[src/rtl/alsu_secuencial.sv]
`default_nettype none
// ============================================================================
//  Module      : alsu_secuencial
//  Description : Registered, parametrised arithmetic/logic/shift unit.
//                Result and the four status flags (Acarreo, Desbordamiento,
//                Cero, Negativo) are registered. Multi-bit shifts/rotates run
//                one bit per cycle behind a valid/busy handshake; rotates
//                through carry start from the stored Acarreo.
//  Revision    : 1.0 - initial release
// ----------------------------------------------------------------------------
//  Parameters  : ANCHO          operand/result width (power of two, >= 4)
//  Ports       : Reloj          clock, rising edge
//                Reiniciar_n    synchronous active-low reset
//                EntradaValida  request, accepted while Ocupado = 0
//                Selector[3:0]  opcode
//                EntradaA/B     operands; EntradaB[ANCHO_CNT-1:0] = shift count
//                Ocupado        iterative shift in progress
//                SalidaValida   one-cycle pulse, result and flags just updated
//                Salida         registered result
//                Acarreo, Desbordamiento, Cero, Negativo   registered flags
//  Config      : define ALSU_BARREL_EN for single-cycle barrel shifts/rotates
//                (Ocupado tied low, no DESPLAZA state).
// ============================================================================
module alsu_secuencial #(
  parameter int ANCHO = 16
) (
  input  logic             Reloj,
  input  logic             Reiniciar_n,
  input  logic             EntradaValida,
  input  logic [3:0]       Selector,
  input  logic [ANCHO-1:0] EntradaA,
  input  logic [ANCHO-1:0] EntradaB,
  output logic             Ocupado,
  output logic             SalidaValida,
  output logic [ANCHO-1:0] Salida,
  output logic             Acarreo,
  output logic             Desbordamiento,
  output logic             Cero,
  output logic             Negativo
);

  localparam int ANCHO_CNT = $clog2(ANCHO);

  localparam logic [3:0] c_op_not  = 4'b0000;
  localparam logic [3:0] c_op_and  = 4'b0001;
  localparam logic [3:0] c_op_xor  = 4'b0010;
  localparam logic [3:0] c_op_or   = 4'b0011;
  localparam logic [3:0] c_op_dec  = 4'b0100;
  localparam logic [3:0] c_op_add  = 4'b0101;
  localparam logic [3:0] c_op_sub  = 4'b0110;
  localparam logic [3:0] c_op_inc  = 4'b0111;
  localparam logic [3:0] c_op_mov  = 4'b1000;
  localparam logic [3:0] c_op_rlc  = 4'b1001;
  localparam logic [3:0] c_op_test = 4'b1010;
  localparam logic [3:0] c_op_rrc  = 4'b1011;
  localparam logic [3:0] c_op_sl   = 4'b1100;
  localparam logic [3:0] c_op_rl   = 4'b1101;
  localparam logic [3:0] c_op_sr   = 4'b1110;
  localparam logic [3:0] c_op_rr   = 4'b1111;

  localparam logic [ANCHO:0] c_uno = {{ANCHO{1'b0}}, 1'b1};
  localparam int             c_msb = ANCHO - 1;

  // One shift/rotate step on the packed pair {carry, value}.
  function automatic logic [ANCHO:0] f_paso(input logic [3:0] op, input logic [ANCHO:0] cr);
    logic             c;
    logic [ANCHO-1:0] r;
    c = cr[ANCHO];
    r = cr[ANCHO-1:0];
    case (op)
      c_op_sl: f_paso = {r[ANCHO-1], r[ANCHO-2:0], 1'b0};
      c_op_rl: f_paso = {r[ANCHO-1], r[ANCHO-2:0], r[ANCHO-1]};
      c_op_sr: f_paso = {r[0], 1'b0, r[ANCHO-1:1]};
      c_op_rr: f_paso = {r[0], r[0], r[ANCHO-1:1]};
      c_op_rlc: f_paso = {r[ANCHO-1], r[ANCHO-2:0], c};
      c_op_rrc: f_paso = {r[0], c, r[ANCHO-1:1]};
      default: f_paso = cr;
    endcase
  endfunction

  logic [ANCHO-1:0] r_salida;
  logic             r_c;
  logic             r_v;
  logic             r_z;
  logic             r_n;
  logic             r_valida;

  logic [ANCHO:0]     w_suma;
  logic [ANCHO:0]     w_resta;
  logic [ANCHO:0]     w_inc;
  logic [ANCHO:0]     w_dec;
  logic [ANCHO-1:0]   w_res;
  logic [ANCHO-1:0]   w_zn;
  logic               w_c;
  logic               w_v;
  logic [ANCHO_CNT-1:0] w_cnt_pedido;

  // Write-back selection, shared by both build variants.
  logic             w_escribe;
  logic [ANCHO-1:0] w_nres;
  logic [ANCHO-1:0] w_nzn;
  logic             w_nc;
  logic             w_nv;

  assign w_cnt_pedido = EntradaB[ANCHO_CNT-1:0];

`ifdef ALSU_BARREL_EN
  // Unrolled chain of single steps: bit-exact with the iterative unit.
  function automatic logic [ANCHO:0] f_barrel(input logic [3:0] op, input logic [ANCHO:0] cr,
                                              input logic [ANCHO_CNT-1:0] n);
    logic [ANCHO:0] t;
    t = cr;
    for (int i = 0; i < ANCHO - 1; i++) begin
      if (i < int'(n)) t = f_paso(op, t);
    end
    f_barrel = t;
  endfunction

  logic [ANCHO:0] w_barrel;
  assign w_barrel = f_barrel(Selector, {r_c, EntradaA}, w_cnt_pedido);
`endif

  // Single-cycle datapath (also the n = 0 shift path in the iterative build).
  always_comb begin
    w_suma  = {1'b0, EntradaA} + {1'b0, EntradaB};
    w_resta = {1'b0, EntradaA} - {1'b0, EntradaB};
    w_inc   = {1'b0, EntradaA} + c_uno;
    w_dec   = {1'b0, EntradaA} - c_uno;
    w_res   = r_salida;
    w_c     = r_c;
    w_v     = r_v;
    case (Selector)
      c_op_not: w_res = ~EntradaA;
      c_op_and: w_res = EntradaA & EntradaB;
      c_op_xor: w_res = EntradaA ^ EntradaB;
      c_op_or:  w_res = EntradaA | EntradaB;
      c_op_mov: w_res = EntradaA;
      c_op_dec: begin
        w_res = w_dec[ANCHO-1:0];
        w_c   = w_dec[ANCHO];
        w_v   = EntradaA[c_msb] && !w_dec[c_msb];
      end
      c_op_add: begin
        w_res = w_suma[ANCHO-1:0];
        w_c   = w_suma[ANCHO];
        w_v   = (EntradaA[c_msb] == EntradaB[c_msb]) && (w_suma[c_msb] != EntradaA[c_msb]);
      end
      c_op_sub, c_op_test: begin
        if (Selector == c_op_sub) w_res = w_resta[ANCHO-1:0];
        w_c = w_resta[ANCHO];
        w_v = (EntradaA[c_msb] != EntradaB[c_msb]) && (w_resta[c_msb] != EntradaA[c_msb]);
      end
      c_op_inc: begin
        w_res = w_inc[ANCHO-1:0];
        w_c   = w_inc[ANCHO];
        w_v   = !EntradaA[c_msb] && w_inc[c_msb];
      end
      c_op_rlc, c_op_rrc, c_op_sl, c_op_rl, c_op_sr, c_op_rr: begin
`ifdef ALSU_BARREL_EN
        w_res = w_barrel[ANCHO-1:0];
        w_c   = w_barrel[ANCHO];
`else
        // Only reaches write-back when n = 0: result is A, carry holds.
        w_res = EntradaA;
`endif
      end
      default: w_res = r_salida;
    endcase
    // TEST leaves Salida alone but flags Z/N from the difference.
    w_zn = (Selector == c_op_test) ? w_resta[ANCHO-1:0] : w_res;
  end

`ifdef ALSU_BARREL_EN
  assign Ocupado   = 1'b0;
  assign w_escribe = EntradaValida;
  assign w_nres    = w_res;
  assign w_nzn     = w_zn;
  assign w_nc      = w_c;
  assign w_nv      = w_v;
`else
  typedef enum logic [0:0] {
    LIBRE    = 1'b0,
    DESPLAZA = 1'b1
  } estado_t;

  localparam logic [ANCHO_CNT-1:0] c_cnt_uno = {{(ANCHO_CNT-1){1'b0}}, 1'b1};

  estado_t              r_estado;
  estado_t              w_estado_sig;
  logic [ANCHO-1:0]     r_trab;
  logic                 r_cw;
  logic [ANCHO_CNT-1:0] r_cnt;
  logic [3:0]           r_op;
  logic [ANCHO:0]       w_paso;
  logic                 w_acepta;
  logic                 w_arranca;
  logic                 w_fin_desp;

  assign w_acepta   = (r_estado == LIBRE) && EntradaValida;
  assign w_arranca  = Selector[3] && (Selector[2] || Selector[0]) && (w_cnt_pedido != '0);
  assign w_paso     = f_paso(r_op, {r_cw, r_trab});
  assign w_fin_desp = (r_estado == DESPLAZA) && (r_cnt == c_cnt_uno);
  assign Ocupado    = (r_estado == DESPLAZA);

  always_ff @(posedge Reloj) begin
    if (!Reiniciar_n) r_estado <= LIBRE;
    else              r_estado <= w_estado_sig;
  end

  always_comb begin
    w_estado_sig = r_estado;
    case (r_estado)
      LIBRE:    if (w_acepta && w_arranca) w_estado_sig = DESPLAZA;
      DESPLAZA: if (w_fin_desp)            w_estado_sig = LIBRE;
      default:  w_estado_sig = LIBRE;
    endcase
  end

  // Working copy of the value and carry; architectural flags stay put
  // until the final step.
  always_ff @(posedge Reloj) begin
    if (!Reiniciar_n) begin
      r_trab <= '0;
      r_cw   <= 1'b0;
      r_cnt  <= '0;
      r_op   <= '0;
    end else if (w_acepta && w_arranca) begin
      r_trab <= EntradaA;
      r_cw   <= r_c;
      r_cnt  <= w_cnt_pedido;
      r_op   <= Selector;
    end else if (r_estado == DESPLAZA) begin
      {r_cw, r_trab} <= w_paso;
      r_cnt          <= r_cnt - c_cnt_uno;
    end
  end

  assign w_escribe = w_fin_desp || (w_acepta && !w_arranca);
  assign w_nres    = w_fin_desp ? w_paso[ANCHO-1:0] : w_res;
  assign w_nzn     = w_fin_desp ? w_paso[ANCHO-1:0] : w_zn;
  assign w_nc      = w_fin_desp ? w_paso[ANCHO]     : w_c;
  assign w_nv      = w_fin_desp ? r_v               : w_v;
`endif

  always_ff @(posedge Reloj) begin
    if (!Reiniciar_n) begin
      r_salida <= '0;
      r_c      <= 1'b0;
      r_v      <= 1'b0;
      r_z      <= 1'b0;
      r_n      <= 1'b0;
      r_valida <= 1'b0;
    end else begin
      r_valida <= 1'b0;
      if (w_escribe) begin
        r_salida <= w_nres;
        r_c      <= w_nc;
        r_v      <= w_nv;
        r_z      <= (w_nzn == '0);
        r_n      <= w_nzn[c_msb];
        r_valida <= 1'b1;
      end
    end
  end

  assign Salida         = r_salida;
  assign Acarreo        = r_c;
  assign Desbordamiento = r_v;
  assign Cero           = r_z;
  assign Negativo       = r_n;
  assign SalidaValida   = r_valida;

endmodule
`default_nettype wire

[config.mk]
export PLATFORM = sky130hd
export DESIGN_NAME = alsu_secuencial
export DESIGN_NICKNAME = d
export VERILOG_FILES = /design/src/rtl/alsu_secuencial.sv
export SDC_FILE = /design/constraint.sdc
export NUM_CORES = 1
export LEC_CHECK = 0
export ABC_CLOCK_PERIOD_IN_PS = 3900
export CORE_MARGIN = 2
export CORE_UTILIZATION = 28
export DETAILED_ROUTE_END_ITERATION = 7
export SLEW_MARGIN = 0
export SYNTH_ARGS = -nofsm -noshare
export SYNTH_HDL_FRONTEND = slang
export SYNTH_SLANG_ARGS = --single-unit
[constraint.sdc]
create_clock -name Reloj -period 3.9 [get_ports Reloj]
set_clock_uncertainty 0.15 [all_clocks]
set_input_delay 0.39 -clock Reloj [delete_from_list [all_inputs] [get_ports Reloj]]
set_output_delay 0.39 -clock Reloj [all_outputs]
set_load 0.01 [all_outputs]
==> flow_metrics.env <==
export IMPL_outcome="finished, final reports clean"
export IMPL_start_kind="input port"
export IMPL_grt_max_degree=42
export IMPL_place_ws_ps=-21.4
export IMPL_fill_cells=2516
export IMPL_clkSinkCount=47
export IMPL_initial_core_util=0.287
export IMPL_critPathKind="input port to flip-flop"
export IMPL_max_slew_margin=0.233
export IMPL_cp_max_fo=4
export IMPL_vias_per_cell=5.81
export IMPL_cap_violations=0
export IMPL_gp_congestion=0.971
export IMPL_die_h_um=159
export IMPL_fin_crit_sh=0.936
export IMPL_die_width_um=159
export IMPL_synthesis_nets=1040
export IMPL_yosys_area_top_type_share=0.139
export IMPL_tightest_slew_ps=1130
export IMPL_syn_to_final_growth_pct=26.3
export IMPL_nNetsFinal=1162
export IMPL_place_port_buffers=60
export IMPL_use_met1=0.301
export IMPL_post_dp_hpwl_um=22300
export IMPL_yosysSeqAreaShare=0.139
export IMPL_synth_common_cells="a21oi_1, nor2_1, nand2_1"
export IMPL_drtAntennaViolNets=0
export IMPL_cp_end_kind="flip-flop"
export IMPL_rows=56
export IMPL_synth_area_um2=6770
export IMPL_dieArea_um2=25400
export IMPL_synth_area_leaders="dfxtp_1, ha_1, a21oi_1"
export IMPL_cts_hold_buf=0
export IMPL_p_total_mw=2.06
export IMPL_fin_crit_ps=3650
export IMPL_syn_avg_cell_area_um2=7.19
export IMPL_async_reset_ff_frac=0
export IMPL_synth_edf_count=0
export IMPL_io_pins=61
export IMPL_grt_busiest_layer="met2"
export IMPL_clockBufferDepth=2
export IMPL_rsz0062_at_grt="false"
export IMPL_timing_final_ws_setup_ps=248
export IMPL_n_antenna_cell=0
export IMPL_hold_start="Negativo"
export IMPL_leakagePower_nw=3.33
export IMPL_antenna_found_initial=0
export IMPL_seq_area_um2=941
export IMPL_arrival_ps=3710
export IMPL_grt_pass1_vias=7459
export IMPL_final_core_util=0.362
export IMPL_worstReg2RegStart="r_op[2]"
export IMPL_grtUsageTotal=0.214
export IMPL_finalHoldViolCount=0
export IMPL_wire_per_inst_um=20.4
export IMPL_ys_ff_latch=47
export IMPL_cp_startpoint="EntradaA[0]"
export IMPL_report_final_slew_viol_count=0
export IMPL_grt_pass1_wl_um=43500
export IMPL_cts_buffers=5
export IMPL_wl_um=28300
export IMPL_synth_cells=942
export IMPL_synth_top_flop_cell="dfxtp_1"
export IMPL_core_area_um2=23600
export IMPL_htreeDepth=2
export IMPL_synth_cell_type_count=95
export IMPL_grt_use_met3=0.0227
export IMPL_synth_most_common_cell="a21oi_1"
export IMPL_clockRootBuffer="clkbuf_16"
export IMPL_postCtsSetupRepairBufs=0
export IMPL_drc=0
export IMPL_min_delay_path_class="flip-flop to flip-flop"
export IMPL_postCtsResizedCells=0
export IMPL_clk_pin_slew_ps=70
export IMPL_vdd_drop_max_mv=0.155
export IMPL_firstDrtPassIters=6
export IMPL_tns_ps=0
export IMPL_multi_input_area_um2=5220
export IMPL_grt_use_met2=0.339
export IMPL_yosys_warnings=0
export IMPL_cts_tree="done"
export IMPL_vias=8039
export IMPL_drive_above_1_share=0.162
export IMPL_setup_viol=0
export IMPL_fmax_ghz=0.274
export IMPL_clk_latency_ps=300
export IMPL_synth_top_cell_by_area="dfxtp_1"
export IMPL_drt_iter0_markers=838
export IMPL_p_per_area_nw_per_um2=241
export IMPL_required_ps=3950
export IMPL_overflow=0
[report_power, final]
| group | leakage [nW] | internal, mW | switching, mW | total, mW |
|---|---|---|---|---|
| logic | 2.86 | 0.425 | 0.554 | 0.979 |
| clock network | 0.0868 | 0.319 | 0.204 | 0.524 |
| registers | 0.384 | 0.514 | 0.0479 | 0.562 |
[routing by layer]
metal / part of all wire / wire (µm)
met1: 0.45 / 12800
met2: 0.45 / 12600
met3: 0.068 / 1920
met4: 0.032 / 906
met5: 0 / 0
[layout by cell type (no fill, tap or decap), types with 13 or more instances in the layout]
cell type        Yosys  layout
a21oi_1             91      91
a22oi_1             24      24
buf_4                8     125
clkdlybuf4s50_1      0      59
dfxtp_1             47      47
ha_1                57      57
inv_1               57      57
mux2i_1             32      32
nand2_1             79      79
nand2b_1            14      14
nand3_1             33      33
nor2_1              82      81
nor3_1              27      27
nor4_1              13      13
o21ai_0             62      61
xnor2_1             19      19
[logic make-up (layout without fill, tap and decap cells)]
family / after synthesis / in the layout / share of synthesized area
adders and majority gates: 59 / 59 / 0.111
buffers and inverters: 133 / 256 / 0.0919
xor gates and xnor gates: 22 / 22 / 0.0285
AOI/OAI and AO/OA: 332 / 332 / 0.342
muxes: 33 / 33 / 0.0490
DFF: 47 / 47 / 0.139
and+or+nand+nor: 316 / 316 / 0.238
[state kept, by name, indices dropped and copies added, names as in the netlist]
signal,cells
Negativo,1
r_trab,16
SalidaValida,1
r_cnt,4
r_op,4
Acarreo,1
r_cw,1
Salida,16
Ocupado,1
Desbordamiento,1
Cero,1
[path summary, 6_finish.rpt]
check / endpoint / slack, ps / cells after the start
setup / recovery: Cero / 250 / 14
setup reg to reg: Cero / 990 / 8
hold / removal: Negativo / 320 / 2
hold reg to reg: Negativo / 320 / 2
[per-stage QoR]
step	cell area [µm²]	hold slack (ps)	std cells
after global placement	8370	320	1376
after global routing	8550	353	1384
after floorplan	6770	300	942
after CTS	8550	329	1384
after detailed placement	8370	320	1376
final	8550	316	1384
[layout make-up]
class	instances	share of cell area
flip-flops and latches	47	0.110
well taps	319	0.0467
multi-input cells	762	0.610
clock inverters	2	0.00410
inverters	60	0.0263
repair buffers	188	0.186
clock buffers	6	0.0162
[worst max-delay path, stage by stage]
cell,delay [ps]
clkdlybuf4s50_1,470
inv_1,110
ha_1,190
fa_1,220
o21bai_2,100
a2111oi_4,480
buf_4,210
nor4_1,60
a211oi_1,490
xnor2_1,220
nand3_1,120
and4b_1,220
a32o_1,220
and4_1,190
No activity file was read; power rests on OpenSTA's default activity.
